`src/rtl/timer_pkg.sv`:
```
// Shared constants and types for the multi-channel bus timer.
package timer_pkg;

  localparam logic [1:0] MODE_ONESHOT = 2'b00;
  localparam logic [1:0] MODE_RELOAD  = 2'b01;
  localparam logic [1:0] MODE_FREE    = 2'b10;
  localparam logic [1:0] MODE_HOLD    = 2'b11;

  localparam logic [1:0] REG_CTRL   = 2'd0;
  localparam logic [1:0] REG_PRESET = 2'd1;
  localparam logic [1:0] REG_COUNT  = 2'd2;
  localparam logic [1:0] REG_STATUS = 2'd3;

  localparam int CTRL_EN      = 0;
  localparam int CTRL_MODE_LO = 1;
  localparam int CTRL_MODE_HI = 2;
  localparam int CTRL_IM      = 3;

  // Decoded per-channel register write strobes.
  typedef struct packed {
    logic status;
    logic count;
    logic preset;
    logic ctrl;
  } reg_we_t;

endpackage

```
`src/rtl/timer_channel.sv`:
```
// One timer channel: ctrl/preset/count/pend state, counting rules and read-back words.
module timer_channel
  import timer_pkg::*;
#(
  parameter int CNT_W = 32
) (
  input  logic        clk,
  input  logic        rst,
  input  reg_we_t     we,
  input  logic [31:0] dat,
  output logic [31:0] ctrl_rd,
  output logic [31:0] preset_rd,
  output logic [31:0] count_rd,
  output logic [31:0] status_rd,
  output logic        irq
);

  logic             en;
  logic             im;
  logic [1:0]       mode;
  logic [CNT_W-1:0] preset;
  logic [CNT_W-1:0] count;
  logic             pend;

  logic bus_wr;
  logic cnt_act;
  logic event_hit;

  // A STATUS write does not stall counting; only the registers that shape the count do.
  assign bus_wr    = we.ctrl | we.preset | we.count;
  assign cnt_act   = en & ~bus_wr & (mode != MODE_HOLD);
  assign event_hit = cnt_act & (count == CNT_W'(1));

  always_ff @(posedge clk or posedge rst) begin
    if (rst) begin
      en     <= 1'b0;
      im     <= 1'b0;
      mode   <= MODE_ONESHOT;
      preset <= '0;
      count  <= '0;
      pend   <= 1'b0;
    end else begin
      if (we.ctrl) begin
        en   <= dat[CTRL_EN];
        mode <= dat[CTRL_MODE_HI:CTRL_MODE_LO];
        im   <= dat[CTRL_IM];
      end
      if (we.preset) preset <= CNT_W'(dat);
      if (we.count)  count  <= CNT_W'(dat);

      if (cnt_act) begin
        if (count != '0) begin
          count <= count - CNT_W'(1);
        end else begin
          case (mode)
            MODE_ONESHOT: en    <= 1'b0;
            MODE_RELOAD:  count <= preset;
            MODE_FREE:    count <= '1;
            default:      ;
          endcase
        end
      end

      // Event beats a same-cycle W1C so no interrupt is lost.
      if (event_hit)                 pend <= 1'b1;
      else if (we.status && dat[0])  pend <= 1'b0;
    end
  end

  assign ctrl_rd   = {28'd0, im, mode, en};
  assign preset_rd = 32'(preset);
  assign count_rd  = 32'(count);
  assign status_rd = {31'd0, pend};
  assign irq       = pend & im;

endmodule

```
`src/rtl/timer_multi.sv`:
```
// N_CH-channel down-counter timer behind one 32-bit word-addressed register port.
module timer_multi
  import timer_pkg::*;
#(
  parameter  int N_CH  = 2,
  parameter  int CNT_W = 32,
  localparam int AW    = $clog2(N_CH) + 2
) (
  input  logic            CLK_I,
  input  logic            RST_I,
  input  logic [AW+1:2]   ADDR_I,
  input  logic            WE_I,
  input  logic [31:0]     DAT_I,
  output logic [31:0]     DAT_O,
  output logic            IRQ,
  output logic [N_CH-1:0] irq_vec
);

  localparam int CH_W = (AW > 2) ? AW - 2 : 1;

  logic [CH_W-1:0]             ch_idx;
  logic [1:0]                  reg_sel;
  logic                        ch_ok;
  logic [N_CH-1:0][3:0][31:0]  rd;

  assign reg_sel = ADDR_I[3:2];

  generate
    if (AW > 2) begin : g_idx
      assign ch_idx = ADDR_I[AW+1:4];
    end else begin : g_idx_single
      assign ch_idx = '0;
    end
  endgenerate

  // Channel indices past N_CH exist in the address space when N_CH is not a power of 2.
  assign ch_ok = int'(ch_idx) < N_CH;

  generate
    for (genvar i = 0; i < N_CH; i++) begin : g_ch
      logic    hit;
      reg_we_t ch_we;

      assign hit          = WE_I & ch_ok & (ch_idx == CH_W'(i));
      assign ch_we.ctrl   = hit & (reg_sel == REG_CTRL);
      assign ch_we.preset = hit & (reg_sel == REG_PRESET);
      assign ch_we.count  = hit & (reg_sel == REG_COUNT);
      assign ch_we.status = hit & (reg_sel == REG_STATUS);

      timer_channel #(.CNT_W(CNT_W)) u_ch (
        .clk       (CLK_I),
        .rst       (RST_I),
        .we        (ch_we),
        .dat       (DAT_I),
        .ctrl_rd   (rd[i][REG_CTRL]),
        .preset_rd (rd[i][REG_PRESET]),
        .count_rd  (rd[i][REG_COUNT]),
        .status_rd (rd[i][REG_STATUS]),
        .irq       (irq_vec[i])
      );
    end
  endgenerate

  assign DAT_O = ch_ok ? rd[ch_idx][reg_sel] : 32'd0;
  assign IRQ   = |irq_vec;

endmodule

```
`config.mk`:
```
export PLATFORM = sky130hd
export DESIGN_NAME = timer_multi
export DESIGN_NICKNAME = d
export VERILOG_FILES = /design/src/rtl/timer_pkg.sv /design/src/rtl/timer_channel.sv /design/src/rtl/timer_multi.sv
export SDC_FILE = /design/constraint.sdc
export NUM_CORES = 1
export LEC_CHECK = 0
export CORE_ASPECT_RATIO = 1.75
export CORE_MARGIN = 5
export CORE_UTILIZATION = 41
export CTS_BUF_LIST = sky130_fd_sc_hd__clkbuf_16
export CTS_CLUSTER_DIAMETER = 200
export DETAILED_ROUTE_END_ITERATION = 6
export PLACE_DENSITY = 0.62
export SETUP_SLACK_MARGIN = 0.4
export SLEW_MARGIN = 20
export SYNTH_ARGS = -nofsm -noshare
export SYNTH_HDL_FRONTEND = slang
export SYNTH_SLANG_ARGS = --single-unit
export TNS_END_PERCENT = 50
```
`constraint.sdc`:
```
create_clock -name CLK_I -period 4.5 [get_ports CLK_I]
set_clock_uncertainty 0.15 [all_clocks]
set_input_delay 0.9 -clock CLK_I [delete_from_list [all_inputs] [get_ports CLK_I]]
set_output_delay 0.9 -clock CLK_I [all_outputs]
set_load 0.05 [all_outputs]
```
==> impl_metrics.csv <==
group,metric,value,unit
outcome,status,"finished clean",
die,die_area,26240,µm²
synth,synth_top_area_frac,0.3663,
setup_path,r2r-start,"g_ch[0].u_ch.count_rd[0]",
cts,cts_resized,0,
placement,hpwl,26.47,mm
timing,slew_headroom,0.2881,
layout,layout_commonest_cell,"dfrtp_1",
synth,ys_top_cells_by_area,"dfrtp_1, mux2i_1, mux2_2",
routing,vias,8922,
routing,drc,0,
die,core_area,22740,µm²
power,peakVddDrop,300.1,µV
synth,yosysTopAreaCell,"dfrtp_1",
routing,vias_per_cell,6.461,
setup_path,critPathKind,"in -> out",
synth,synth_sequential_area_ratio,0.3663,
cts,htreeDepth,4,
grt,globalRouteOverflowTotal,0,
layout,fill_cells,2090,
timing,period_needed,3.786,ns
layout,area_growth,22.90,%
synth,syn_nets,1060,
placement,port_buffers,72,
timing,fmax,0.2641,GHz
placement,dp.cells,1349,
worst_hold_path,hold-path-cell-count,2,
grt,grt_max_degree,139,
flow_run,drv_cap,0,
layout,layout.nets,1118,
cts,clk_latency,0.45,ns
setup_path,r2r-end,"g_ch[0].u_ch.count_rd[27]",
setup_path,critPathArrivalTime,2.74,ns
die,boundaryPins,73,
die,dieHeight,210.6,µm
setup_path,cp_max_fo,15,
setup_path,reg2regPathDepth,7,
synth,synth_area,9427,µm²
layout,fin_util,0.5094,
cts,clk_pin_slew,0.06,ns
synth,synthXorXnorAreaFrac,0.02973,
routing,drtPass1Iterations,5,
setup_path,rrSetupSlack,1.07,ns
cts,numCtsBuffers,17,
timing,period_share,0.8413,
cts,cts_buffer_depth,2,
synth,syn_inst,1010,
setup_path,startpoint,"ADDR_I[2]",
synth,synth_cell_types,68,
synth,yosysWarnings,0,
synth,synth_compound_area_frac,0.1580,
layout,n_antenna_cell,0,
cts,clock-sinks,138,
layout,layout.cells.non_filler,1381,
synth,synth_ff_type,"dfrtp_1",
cts,post_cts_buffers,0,
cts,cts_tree,"done",
timing,rsz0062_at_grt,"no",
synth,synthSimpleGateAreaFrac,0.1862,
grt,grt_use_total,0.2801,
synth,synth-edff-count,0,
synth,synthAdderAreaFrac,0.01593,
power,power.leakage,4.727,nW
synth,synth-seq-cells,138,
routing,drt-initial-drc-count,967,
routing,wl_per_cell,26.78,µm
synth,synthMuxAreaShare,0.2011,
synth,synth_top_family_by_area,"multiplexers",
cts,ctsRootBufferMaster,"clkbuf_16",
layout,multi_input_area,5582,µm²
cts,postCtsHoldBufs,0,
worst_hold_path,hold_class,"reg -> reg",
setup_path,crit_required,3.45,ns
routing,routed_wl,36.98,mm
layout,drive_above_1_share,0.1915,
timing,drv_slew,0,
die,dieWidth,124.6,µm
die,start_util,0.4145,
grt,antenna_found_initial,0,
timing,worstMarginPinSlew,1.068,ns
grt,grt_pass1_vias,8933,
layout,final_cell_mix,"dfrtp_1, nand2_1, mux2i_1",
die,rows,73,
timing,fin_tns_setup,0,ns
routing,ant_nets,0,
placement,placed_cell_area,10930,µm²
power,p_total,6.282,mW
placement,place_congestion,1.012,
setup_path,startpoint_type,"input port",
setup_path,crit_end,"DAT_O[1]",
synth,avgSynthCellArea,9.333,µm²
timing,setup_viol,0,
power,power.density,542.3,nW/µm²
grt,grt_first_pass_wirelength,55.90,mm
layout,ff_latch_area,3453,µm²
timing,finalHoldViolations,0,
setup_path,worstSetupEndpointType,"output port",
synth,async_flop_share,1.000,
layout,postLayoutCellArea,11580,µm²
==> worst min-delay path by stage <==
stage	slack, ns	startpoint	to
finish	0.38	g_ch[1].u_ch.preset_rd[26]	g_ch[1].u_ch.preset_rd[26]
global route	0.40	g_ch[0].u_ch.preset_rd[16]	g_ch[0].u_ch.preset_rd[16]
CTS	0.38	g_ch[1].u_ch.preset_rd[26]	g_ch[1].u_ch.preset_rd[26]
detailed placement	0.37	g_ch[0].u_ch.preset_rd[16]	g_ch[0].u_ch.preset_rd[16]
global placement	0.36	g_ch[1].u_ch.preset_rd[26]	g_ch[1].u_ch.preset_rd[26]
floorplan	0.32	g_ch[1].u_ch.preset_rd[26]	g_ch[1].u_ch.preset_rd[26]
==> critical path: stages <==
cell and delay [ns]:
clkdlybuf4s50_1 0.79, nor2b_1 0.45, a21oi_1 0.13, a21oi_1 0.28
buf_12 0.18
==> cells by family (layout without fill, tap and decap cells) <==
group / count (synthesis) / after routing
adder cells (fa/ha/maj): 12 / 12
buffers and inverters: 99 / 170
XOR/XNOR: 32 / 32
AND/OR/NAND/NOR: 339 / 339
multiplexers: 178 / 178
flip-flops: 138 / 138
AO/OA/AOI/OAI: 212 / 212
==> registers in the layout, summed over array words and instances, names as in the netlist <==
register	flops
g_ch.u_ch.count_rd	64
g_ch.u_ch.preset_rd	64
g_ch.u_ch.mode	4
g_ch.u_ch.en	2
g_ch.u_ch.im	2
g_ch.u_ch.pend	2
==> where the power goes <==
part	total, mW	switching (mW)	internal, mW
Combinational	2.38	1.33	1.05
Clock	1.61	0.580	1.03
Sequential	2.29	0.661	1.63
Total	6.28	2.57	3.71
==> final cells by class <==
cell class | count | area share
repair buffers | 120 | 0.1251
well taps | 300 | 0.03240
clock inverters | 15 | 0.01976
flip-flops and latches | 138 | 0.2981
inverters | 18 | 0.006156
clock buffers | 17 | 0.03672
multi-input cells | 773 | 0.4818
==> metrics by stage <==
| step | setup slack, ns | hold slack (ns) |
|---|---|---|
| after floorplan | 0.8102 | 0.3214 |
| after global placement | 0.7703 | 0.3556 |
| after detailed placement | 0.7400 | 0.3680 |
| after CTS | 0.7262 | 0.3827 |
| after global routing | 0.6014 | 0.3987 |
| final | 0.7139 | 0.3825 |
==> synth_stat cells, types with 26 or more instances <==
cell	n
a21oi_1	41
a221oi_1	33
clkbuf_1	56
dfrtp_1	138
mux2_2	71
mux2i_1	105
nand2_1	118
nor2_1	44
nor3_1	31
o21ai_0	26
o22ai_1	30
==> metal layers <==
layer  part of all wire  track usage  vias up
met5                  0            0        -
met4              0.058       0.1653        0
met3              0.067      0.05375      121
met2               0.50       0.4789      491
met1               0.37       0.3258     4413
li1                   -            -     3897
No activity file was read; power rests on OpenSTA's default activity.
